<file path="src/rtl/daq_pkg.sv">
// Shared constants for the switch sampler: register map, CTRL/STATUS bit
// positions and the bus request bundle.
package daq_pkg;

  localparam int TS_W = 16;

  localparam logic [2:0] ADDR_CTRL   = 3'd0;
  localparam logic [2:0] ADDR_STATUS = 3'd1;
  localparam logic [2:0] ADDR_DATA   = 3'd2;
  localparam logic [2:0] ADDR_DIV    = 3'd3;
  localparam logic [2:0] ADDR_LED    = 3'd4;
  localparam logic [2:0] ADDR_TS     = 3'd5;

  localparam int CTRL_EN     = 0;
  localparam int CTRL_IRQ_EN = 1;
  localparam int CTRL_CLR    = 2;

  localparam int ST_EMPTY = 8;
  localparam int ST_FULL  = 9;
  localparam int ST_OVF   = 10;

  typedef struct packed {
    logic        rd;
    logic        wr;
    logic [2:0]  addr;
    logic [31:0] wdata;
  } avs_req_t;

endpackage

</file>
<file path="src/rtl/daq_sync_fifo.sv">
// Single-clock FIFO. A pop in the same cycle frees a slot for a push when full;
// the synchronous clear overrides both.
module daq_sync_fifo #(
  parameter int W     = 20,
  parameter int DEPTH = 16
) (
  input  logic                       gclk,
  input  logic                       grst_n,
  input  logic                       clr,
  input  logic                       push,
  input  logic [W-1:0]               din,
  input  logic                       pop,
  output logic [W-1:0]               dout,
  output logic                       full,
  output logic                       empty,
  output logic [$clog2(DEPTH):0]     count
);
  localparam int AW = $clog2(DEPTH);

  logic [W-1:0]  mem [DEPTH];
  logic [AW-1:0] wr_ptr, rd_ptr;
  logic          pop_ok, push_ok;

  assign empty   = (count == '0);
  assign full    = (count == (AW+1)'(DEPTH));
  assign pop_ok  = pop & ~empty;
  assign push_ok = push & (~full | pop_ok);
  assign dout    = mem[rd_ptr];

  always_ff @(posedge gclk) begin
    if (!grst_n || clr) begin
      wr_ptr <= '0;
      rd_ptr <= '0;
      count  <= '0;
    end else begin
      if (push_ok) wr_ptr <= wr_ptr + 1'b1;
      if (pop_ok)  rd_ptr <= rd_ptr + 1'b1;
      case ({push_ok, pop_ok})
        2'b10:   count <= count + 1'b1;
        2'b01:   count <= count - 1'b1;
        default: count <= count;
      endcase
    end
  end

  // Storage needs no reset; pointers define validity.
  always_ff @(posedge gclk) begin
    if (grst_n && !clr && push_ok) mem[wr_ptr] <= din;
  end

endmodule

</file>
<file path="src/rtl/daq_sw_sampler_slave.sv">
// Avalon-MM responder: periodic timestamped switch sampling into a FIFO that
// the host drains by register reads, plus a writable LED register.
module daq_sw_sampler_slave
  import daq_pkg::*;
#(
  parameter int DATA_W     = 4,
  parameter int FIFO_DEPTH = 16,
  parameter int DIV_W      = 16
) (
  input  logic              clk_clk,
  input  logic              reset_reset_n,
  input  logic [2:0]        avs_address,
  input  logic              avs_read,
  input  logic              avs_write,
  input  logic [31:0]       avs_writedata,
  output logic [31:0]       avs_readdata,
  output logic              avs_readdatavalid,
  input  logic [DATA_W-1:0] sw_in,
  output logic [DATA_W-1:0] led_out,
  output logic              irq
);
  localparam int AW    = $clog2(FIFO_DEPTH);
  localparam int ENT_W = TS_W + DATA_W;

  avs_req_t req;
  assign req = '{rd: avs_read, wr: avs_write, addr: avs_address, wdata: avs_writedata};

  logic [DATA_W-1:0] sw_meta, sw_sync;
  logic              en, irq_en, ovf;
  logic [DIV_W-1:0]  div, pre;
  logic [TS_W-1:0]   ts;

  logic              wr_ctrl, wr_status, clr, tick, pop_req, ovf_set;
  logic              f_full, f_empty;
  logic [AW:0]       f_count;
  logic [ENT_W-1:0]  f_head;
  logic [31:0]       rd_mux;
  logic              unused_wdata;

  assign unused_wdata = ^avs_writedata;

  assign wr_ctrl   = req.wr && (req.addr == ADDR_CTRL);
  assign wr_status = req.wr && (req.addr == ADDR_STATUS);
  assign clr       = wr_ctrl && req.wdata[CTRL_CLR];
  assign tick      = en && (pre == div);
  assign pop_req   = req.rd && (req.addr == ADDR_DATA);
  // A same-cycle pop makes room, so a full FIFO only overflows without one.
  assign ovf_set   = tick && f_full && !pop_req;

  daq_sync_fifo #(.W(ENT_W), .DEPTH(FIFO_DEPTH)) u_fifo (
    .gclk   (clk_clk),
    .grst_n (reset_reset_n),
    .clr    (clr),
    .push   (tick),
    .din    ({ts, sw_sync}),
    .pop    (pop_req),
    .dout   (f_head),
    .full   (f_full),
    .empty  (f_empty),
    .count  (f_count)
  );

  always_ff @(posedge clk_clk) begin
    if (!reset_reset_n) begin
      sw_meta <= '0;
      sw_sync <= '0;
    end else begin
      sw_meta <= sw_in;
      sw_sync <= sw_meta;
    end
  end

  always_ff @(posedge clk_clk) begin
    if (!reset_reset_n) begin
      en      <= 1'b0;
      irq_en  <= 1'b0;
      div     <= '0;
      led_out <= '0;
    end else if (req.wr) begin
      case (req.addr)
        ADDR_CTRL: begin
          en     <= req.wdata[CTRL_EN];
          irq_en <= req.wdata[CTRL_IRQ_EN];
        end
        ADDR_DIV: div     <= req.wdata[DIV_W-1:0];
        ADDR_LED: led_out <= req.wdata[DATA_W-1:0];
        default: ;
      endcase
    end
  end

  always_ff @(posedge clk_clk) begin
    if (!reset_reset_n || clr) begin
      ts  <= '0;
      pre <= '0;
      ovf <= 1'b0;
    end else begin
      if (en) ts <= ts + 1'b1;
      if (!en || tick) pre <= '0;
      else             pre <= pre + 1'b1;
      if (ovf_set)                             ovf <= 1'b1;
      else if (wr_status && req.wdata[ST_OVF]) ovf <= 1'b0;
    end
  end

  always_comb begin
    rd_mux = '0;
    case (req.addr)
      ADDR_CTRL:   rd_mux = {30'd0, irq_en, en};
      ADDR_STATUS: begin
        rd_mux[7:0]      = 8'(f_count);
        rd_mux[ST_EMPTY] = f_empty;
        rd_mux[ST_FULL]  = f_full;
        rd_mux[ST_OVF]   = ovf;
      end
      ADDR_DATA:   if (!f_empty)
                     rd_mux = 32'({f_head[ENT_W-1:DATA_W], {(16-DATA_W){1'b0}},
                                  f_head[DATA_W-1:0]});
      ADDR_DIV:    rd_mux = 32'(div);
      ADDR_LED:    rd_mux = 32'(led_out);
      ADDR_TS:     rd_mux = 32'(ts);
      default:     rd_mux = '0;
    endcase
  end

  always_ff @(posedge clk_clk) begin
    if (!reset_reset_n) begin
      avs_readdata      <= '0;
      avs_readdatavalid <= 1'b0;
      irq               <= 1'b0;
    end else begin
      avs_readdata      <= req.rd ? rd_mux : '0;
      avs_readdatavalid <= req.rd;
      irq               <= irq_en & ~f_empty;
    end
  end

endmodule

</file>
<file path="config.mk">
export PLATFORM = sky130hd
export DESIGN_NAME = daq_sw_sampler_slave
export DESIGN_NICKNAME = d
export VERILOG_FILES = /design/src/rtl/daq_pkg.sv /design/src/rtl/daq_sync_fifo.sv /design/src/rtl/daq_sw_sampler_slave.sv
export SDC_FILE = /design/constraint.sdc
export NUM_CORES = 1
export LEC_CHECK = 0
export CORE_MARGIN = 2
export CORE_UTILIZATION = 60
export DETAILED_ROUTE_END_ITERATION = 8
export PLACE_DENSITY_LB_ADDON = 0.2
export SETUP_SLACK_MARGIN = 0.4
export SYNTH_ARGS = -nofsm -noshare
export SYNTH_HDL_FRONTEND = slang
export SYNTH_SLANG_ARGS = --single-unit
</file>
<file path="constraint.sdc">
create_clock -name clk_clk -period 7.5 [get_ports clk_clk]
set_input_delay 0.75 -clock clk_clk [delete_from_list [all_inputs] [get_ports clk_clk]]
set_output_delay 0.75 -clock clk_clk [all_outputs]
set_load 0.1 [all_outputs]
</file>
-- Yosys cells after proc, flatten, opt, wreduce, memory -nomap -nowiden
Memories as Yosys holds them, arrays and structs flattened. A register that Yosys moved wholly into a read port is not among the register bits.
Index checks and enable logic that the tools add are counted.
- $add $sub $neg: 6
- equal/unequal tests: 9
- multiplexer cells: 10
- bitwise gates (word level): 6
- reduce and logical (&&, ||, !) cells: 25
- operators with widths (cell ; count):
    $pmux 11 s6 ; 1
    $pmux 21 s3 ; 1
    $add 16x1->16 const B ; 2
    $mux 32 ; 1
    $eq 16x16->1 ; 1
    $logic_and 1x1->1 ; 10
    $pmux 5 s2 ; 1
    $add 4x1->4 const B ; 2
    $mux 4 ; 2
    $reduce_and 2->1 ; 4
    $eq 3x2->1 const B ; 2
    $eq 3x3->1 const B ; 2
    $add 5x1->5 const B ; 1
    $eq 5x5->1 const B ; 1
    $logic_not 5->1 ; 1
    $sub 5x1->5 const B ; 1
    $logic_not 1->1 ; 4
    $mux 1 ; 4
    $reduce_bool 2->1 ; 2
    $and 1x1->1 ; 3
    $eq 3x1->1 const B ; 1
    $logic_not 3->1 ; 1
    $eq 2x1->1 const B ; 1
    $eq 2x2->1 const B ; 1
    4 further kinds ; 6
- flip-flop bits (word level): 110
- memory bits (writable): 320
- input bits: 43
- output and inout bits: 38
- logic and storage cells: 72
- memories: 1
- memory list (name ; words ; bits a word ; rd ports ; clocked after memory_dff ; write ports ; line ; source):
    u_fifo.mem ; 16 ; 20 ; 1 ; 1 ; 1 ; daq_sync_fifo.sv:20 ; logic [W-1:0] mem [DEPTH];

-- Depth between registers and ports, before layout
Gate-level depths: netlist (run 1).
- word-level depth: 8
- gate-level depth with buffers: 14

-- Hierarchy
From an unflattened synthesis (run 1), not the netlist that was laid out.
- cell total of the unflattened synthesis: 1057
- area, all modules: 17060.1 sq um
- modules (own cells, without submodules) (module ; times used ; cells an instance ; area each (sq um) ; seq. area each (sq um)):
    daq_sync_fifo ; 1 ; 623 ; 13007.5 ; 9949.5
    daq_sw_sampler_slave ; 1 ; 434 ; 4052.6 ; 1941.9

-- Worst setup path before layout (run 1)
Ideal clock, no wire load.
- kind: input port to flip-flop
- start: in avs_address[0]
- end: reg u_fifo.count[4]
- library setup time: 0.070 ns
- arrival time: 3.230 ns
- required time: 7.430 ns
- slack: 4.200 ns
- stages: 13
- path buffers: 2
- cells stage by stage: buf_2 > nor3b_2 > a21oi_2 > nor3_4 > buf_6 > inv_1 > ha_1 > ha_1 > nor2b_1 > o21ai_0 > a21oi_1 > or4_1 > a21oi_1
- word-level cells in the longest chain between the ends: 7
- RTL lines (what ; line ; source):
    from (decl) ; daq_sw_sampler_slave.sv:12 ; input logic [2:0] avs_address,
    $eq 3x2->1 ; daq_sw_sampler_slave.sv:46 ; assign pop_req = req.rd && (req.addr == ADDR_DATA);
    $logic_and 1x1->1 ; daq_sw_sampler_slave.sv:46 ;
    $and 1x1->1 ; daq_sync_fifo.sv:26 ; assign pop_ok = pop & ~empty;
    $or 1x1->1 ; daq_sync_fifo.sv:27 ; assign push_ok = push & (~full | pop_ok);
    $and 1x1->1 ; daq_sync_fifo.sv:27 ;
    $eq 2x1->1 / $eq 2x2->1 (equally long branches) ; daq_sync_fifo.sv:38 ; case ({push_ok, pop_ok})
    $pmux 5 s2 / $reduce_bool 2->1 (equally long branches) ; n/a ;
    to (signal assigned) ; daq_sync_fifo.sv:39 ; 2'b10: count <= count + 1'b1;
    to (signal assigned) ; daq_sync_fifo.sv:40 ; 2'b01: count <= count - 1'b1;
    to (signal assigned) ; daq_sync_fifo.sv:41 ; default: count <= count;
    to (decl) ; daq_sync_fifo.sv:16 ; output logic [$clog2(DEPTH):0] count
Parallel ways exist; a longest one is shown, timed or not.
A chain may end at the register's enable or synchronous reset.

-- Worst setup path after layout (run 1)
Ends and elaborated chain as after synthesis.

==> flow_summary_export.csv, run 1 <==
group,metric,value,unit
clock_network,clk_path_buf_depth,3,
setup_path,crit_chain,"clkdlybuf4s50_1 > nor3b_2 > a21oi_2 > nor3_4 > inv_1 > ha_1 > ha_1 > nor2b_1 > o21ai_0 > a21oi_1 > or4_1 > a21oi_1",
setup_path,crit_buf_inv,2,
setup_path,reg2regPathDepth,12,
timing,tightest_slew,1050,ps
setup_path,path_depth,12,
clock_network,cts_sinks,434,
setup_path,endpoint_kind,"flip-flop",
timing,hold_violations,0,
timing,min_period,3950,ps
floorplanning,die_w,172,um
flow_run,cap_violations,0,
clock_network,clock_latency,540,ps
global_routing,grt_pass1_wl,53.9,mm
setup_path,crit_arrival,4410,ps
worst_hold_path,hold_depth,1,
synth,synth_cell_types,53,
drt,drc,0,
global_routing,antenna_found_initial,0,
clock_network,cts_tree,"done",
synth,syn_inst,1025,
global_routing,grt_max_degree,72,
place,portBuffers,64,
timing,setup_slack,3550,ps
finish,drive_above_1_share,16.0,%
timing,rsz0062_at_grt,"false",
floorplanning,die_area,29700,um^2
drt,avgViaCountPerCell,5.96,
floorplanning,dieHeight,172,um
floorplanning,pin_count,81,
global_routing,grt_use_total,24.7,%
setup_path,worst_setup_path_start_kind,"input port",
power,peakVddDrop,0.189,mV
timing,drv_slew,0,
drt,vias,9036,
place,gp_congestion,0.802,
clock_network,h-tree-depth,2,
place,hpwl,20.7,mm
timing,max_freq,0.253,GHz
power,p_sw_share,19.0,%
power,netSwitchingPower,890,uW
power,pwr-share-seq,54.8,%
synth,ys_seq_elements,434,
timing,worst_slew_margin_rel,30.0,%
setup_path,critPathKind,"input port to flip-flop",
synth,synth_seq_area_share,70.0,%
setup_path,path_max_fanout,17,
synth,synth_fp_nets,1080,
drt,detail-route-antenna-nets,0,
clock_network,postCtsHoldBufs,0,
clock_network,root_buffer,"clkbuf_16",
timing,fin_setup_tns,0,ps
setup_path,crit_slowest_cell,"clkdlybuf4s50_1",
drt,finalWirelength,35.0,mm
power,p_clk_share,43.6,%
clock_network,cts.clk_slew.worst_paths,50,ps
setup_path,cpPeakStageDelay,770,ps
floorplanning,row_count,61,
synth,syn-cell-area,17000,um^2
clock_network,ctsResizeCount,0,
status,status,"finished clean",
finish,num_antenna_cells,0,
synth,synth-edff-count,320,
synth,synthArstFlopShare,0,%
power,p_leak,6.33,nW
setup_path,cp.required,7960,ps
power,cellPowerDensity,241,nW/um^2
floorplanning,start_util,61.0,%
drt,firstDrtPassIters,5,
clock_network,cts_setup_buffers,0,
global_routing,grt_pass1_vias,9307,
power,comb_power_share,1.6,%
timing,fin_skew,18.5,ps
finish,nNetsFinal,1160,
finish,areaGrowthSynthToFinish,14.0,%
timing,setup_viol,0,
synth,ys.flop_type,"edfxtp_1",
worst_hold_path,hold_path_class,"flip-flop to flip-flop",
power,internal-power,3.78,mW
timing,fin_crit_sh,52.7,%
global_routing,grt_overflow,0,
drt,drt-initial-drc-count,803,
synth,yosysWarnings,0,
drt,wl_per_cell,23.1,um
setup_path,cp_top_family,"simple AND/OR/NAND/NOR gates",
synth,syn_avg_cell_area,16.6,um^2
clock_network,cts_buffers,42,
floorplanning,core,27900,um^2
place,pre_cts_ws,3070,ps
[layout by cell type, fill, tap and decap left out, types with 26 or more instances in the layout]
cell	Yosys	routed
nand2_1	63	63
mux2i_1	26	26
clkbuf_16	0	43
mux4_2	80	80
a211oi_1	32	32
dfxtp_1	114	111
clkdlybuf4s50_1	0	64
xor2_1	33	33
nor2_1	66	66
nor2b_1	26	26
edfxtp_1	320	320
[final cells by class]
cell class	count	area [um^2]
flip-flops and latches	434	11900
fillers	1787	8490
multi-input cells	527	4790
clock buffers	59	1180
repair buffers	87	813
well taps	378	473
clock inverters	18	163
inverters	13	48.8
[cell usage after synthesis (all sizes together), types with 23 or more instances]
cell type / n / share of area [%]
a211oi: 32 / 1.4
and3: 23 / 0.85
buf: 26 / 1.0
clkbuf: 25 / 0.55
dfxtp: 114 / 13
edfxtp: 320 / 57
mux2i: 26 / 1.5
mux4: 80 / 11
nand2: 63 / 1.4
nor2: 66 / 1.5
nor2b: 26 / 0.96
xor2: 33 / 1.7
[through the flow]
stage,utilization (%),instance area (um^2),instances,hold slack (ps),total power [mW]
finish,69.5,19400,1516,430,4.67
global route,69.5,19400,1516,445,4.80
CTS,69.5,19400,1516,431,4.71
detailed placement,64.7,18000,1439,418,2.69
global placement,64.7,18000,1439,416,2.69
floorplan,-,17000,1025,412,2.66
[logic make-up (layout without fill, tap and decap cells)]
group / Yosys count / after routing / share of synthesized area (%)
flops: 434 / 434 / 70.0
simple gates: 254 / 254 / 8.09
mux: 111 / 111 / 12.5
compound gates: 103 / 103 / 4.27
buf+inv: 64 / 177 / 1.84
xor+xnor: 47 / 47 / 2.42
fa+ha+maj: 12 / 12 / 0.928
[layer usage]
layer  global-route usage, %  vias to the layer above  part of all wire [%]
met5                       0                        -                     0
met4                    6.80                        0                   2.0
met3                    4.23                       46                   6.1
met2                    41.7                      305                    50
met1                    33.7                     4565                    42
li1                        -                     4120                     -
[registers in the layout (all words and copies together), names as in the netlist, named ones only]
name and count:
u_fifo.mem 320, avs_readdata 32, div 16, pre 16
ts 16, u_fifo.count 5, led_out 4, sw_meta 4
sw_sync 4, u_fifo.rd_ptr 4, u_fifo.wr_ptr 4, avs_readdatavalid 1
en 1, irq 1, irq_en 1, ovf 1
[power groups by stage]
stage / combinational, mW / sequential (mW) / clock, mW
2_1_floorplan: 0.0406 / 2.62 / 0
3_3_place_gp: 0.0731 / 2.61 / 0
3_5_place_dp: 0.0738 / 2.61 / 0
4_1_cts: 0.0741 / 2.56 / 2.07
5_1_grt: 0.0802 / 2.56 / 2.16
6_report: 0.0739 / 2.56 / 2.04
[final timing paths]
check                    end  slack, ps           start
max          u_fifo.count[4]       3550  avs_address[0]
min               sw_sync[2]        430      sw_meta[2]
max reg2reg  u_fifo.count[4]       4010          div[4]
min reg2reg       sw_sync[2]        430      sw_meta[2]
(Power assumes the default switching activity.)
==> run 2: changes to the inputs <==
Clock period 7.5 ns to 3.9 ns, I/O delays scaled along.
==> run 2 against run 1 <==
Net effect: combinational power is 100% higher; cell area grew 1.0%; sequential cell count stayed put; critical path depth up 1; critical path type is now flip-flop to flip-flop; largest power group unchanged.
==> flow_summary_export.csv, run 2 (same netlist as run 1, synthesis figures left out) <==
group,metric,value,unit
global_routing,antenna_found_initial,0,
drt,firstDrtPassIters,5,
timing,min_period,3170,ps
timing,fin_setup_tns,0,ps
drt,finalWirelength,34.7,mm
setup_path,endpoint,"u_fifo.count[4]",
drt,avgViaCountPerCell,5.94,
setup_path,reg2regPathDepth,13,
place,pre_cts_ws,461,ps
clock_network,cts_setup_buffers,0,
setup_path,r2r_slack,730,ps
place,hpwl,20.7,mm
finish,largest_reg_flops,320,
setup_path,worst_setup_path_start_kind,"flip-flop",
floorplanning,start_util,61.0,%
setup_path,r2r-start,"u_fifo.count[0]",
clock_network,cts_tree,"done",
setup_path,path_max_fanout,6,
flow_run,cap_violations,0,
clock_network,clock_latency,550,ps
global_routing,grt_pass1_wl,53.6,mm
floorplanning,die_area,29700,um^2
clock_network,ctsResizeCount,0,
place,gp_congestion,0.839,
drt,detail-route-antenna-nets,0,
floorplanning,die_w,172,um
global_routing,grt_pass1_vias,9186,
global_routing,grt_use_total,24.5,%
clock_network,clk_path_buf_depth,3,
clock_network,postCtsHoldBufs,0,
timing,hold_slack,407,ps
setup_path,worstReg2RegEnd,"u_fifo.count[4]",
drt,vias,9083,
global_routing,grt_overflow,0,
timing,drv_slew,0,
power,cellPowerDensity,472,nW/um^2
clock_network,cts.clk_slew.worst_paths,60,ps
timing,worst_slew_margin_rel,29.4,%
clock_network,cts_buffers,43,
status,status,"finished clean",
floorplanning,dieHeight,172,um
timing,setup_slack,729,ps
finish,postLayoutCoreUtil,70.2,%
finish,fin_cells,1528,
clock_network,root_buffer,"clkbuf_16",
drt,drc,0,
timing,setup_viol,0,
finish,largest-register,"u_fifo.mem",
finish,final_cell_mix,"edfxtp_1 (320), dfxtp_1 (111), mux4_2 (80), nor2_1 (66), clkdlybuf4s50_1 (64)",
timing,hold_violations,0,
power,peakVddDrop,0.298,mV
place,portBuffers,64,
finish,num_antenna_cells,0,
timing,rsz0062_at_grt,"false",
drt,drt-initial-drc-count,808,
setup_path,endpoint_kind,"flip-flop",
floorplanning,row_count,61,
clock_network,cts_sinks,434,
floorplanning,pin_count,81,
setup_path,cp.required,4370,ps
floorplanning,core,27900,um^2
finish,areaGrowthSynthToFinish,15.1,%
clock_network,h-tree-depth,2,
worst_hold_path,hold_path_class,"input port to flip-flop",
setup_path,crit_arrival,3640,ps
global_routing,grt_max_degree,58,
drt,wl_per_cell,22.7,um
timing,max_freq,0.315,GHz
timing,fin_crit_sh,81.3,%
finish,drive_above_1_share,17.4,%
timing,tightest_slew,1060,ps
finish,nNetsFinal,1170,
setup_path,critPathKind,"flip-flop to flip-flop",
finish,final_common_cell,"edfxtp_1",
place,dp_cells,1448,
setup_path,crit_start,"u_fifo.count[0]",
timing,fin_skew,17.5,ps
finish,reg_top3,"u_fifo.mem: 320 flops, avs_readdata: 32 flops",
power,p_leak,6.44,nW
run 2: cell count changes in the layout (fill, tap and decap cells not counted), moves of 2 or more:
cell      change
clkinv_1      -7
buf_12        +2
buf_4         +7
clkbuf_8      +3
clkinv_2      +4
run 2: layout make-up:
class / instances / area (um^2)
clock buffer: 63 / 1240
clock inverter: 17 / 203
fill: 1786 / 8300
inverter: 13 / 48.8
multi-input combinational: 527 / 4790
sequential: 434 / 11900
tap: 378 / 473
timing repair buffer: 96 / 906
run 2: how the worst min path moves through the flow:
stage | startpoint | endpoint | slack (ps) | cells after the start
5_1_grt | avs_writedata[8] | div[8] | 430 | 3
6_report | avs_writedata[8] | div[8] | 410 | 3
3_5_place_dp | sw_meta[3] | sw_sync[3] | 420 | 1
3_3_place_gp | sw_meta[1] | sw_sync[1] | 410 | 1
2_1_floorplan | sw_meta[0] | sw_sync[0] | 410 | 1
4_1_cts | avs_writedata[8] | div[8] | 400 | 3
run 2: power breakdown:
part           internal, mW  total [mW]  switching (mW)
logic                0.0628       0.148          0.0856
clock network          2.48        4.16            1.67
registers              4.91        4.93          0.0161
total                  7.46        9.23            1.77
run 2: stage by stage:
step / total power [mW] / instance area [um^2]
detailed placement: 5.17 / 18100
CTS: 9.30 / 19600
global route: 9.49 / 19600
global placement: 5.17 / 18100
floorplan: 5.11 / 17000
finish: 9.23 / 19600
run 2: metal layers:
metal  routed length (um)  global-route usage, %
met3                 2030                   4.05
met2                16500                   39.6
met5                    0                      0
met1                15200                   34.7
met4                  956                   7.89
run 2: critical path, stage by stage, from the launching register on:
cell and delay (ps):
dfxtp_1 370, nor4_1 360, nand2_1 180, a21oi_2 300
nor3_4 70, inv_1 60, ha_1 220, inv_1 100
fa_1 390, nor2b_1 160, o21ai_0 120, and3_1 210
or4_1 410, a21oi_1 160
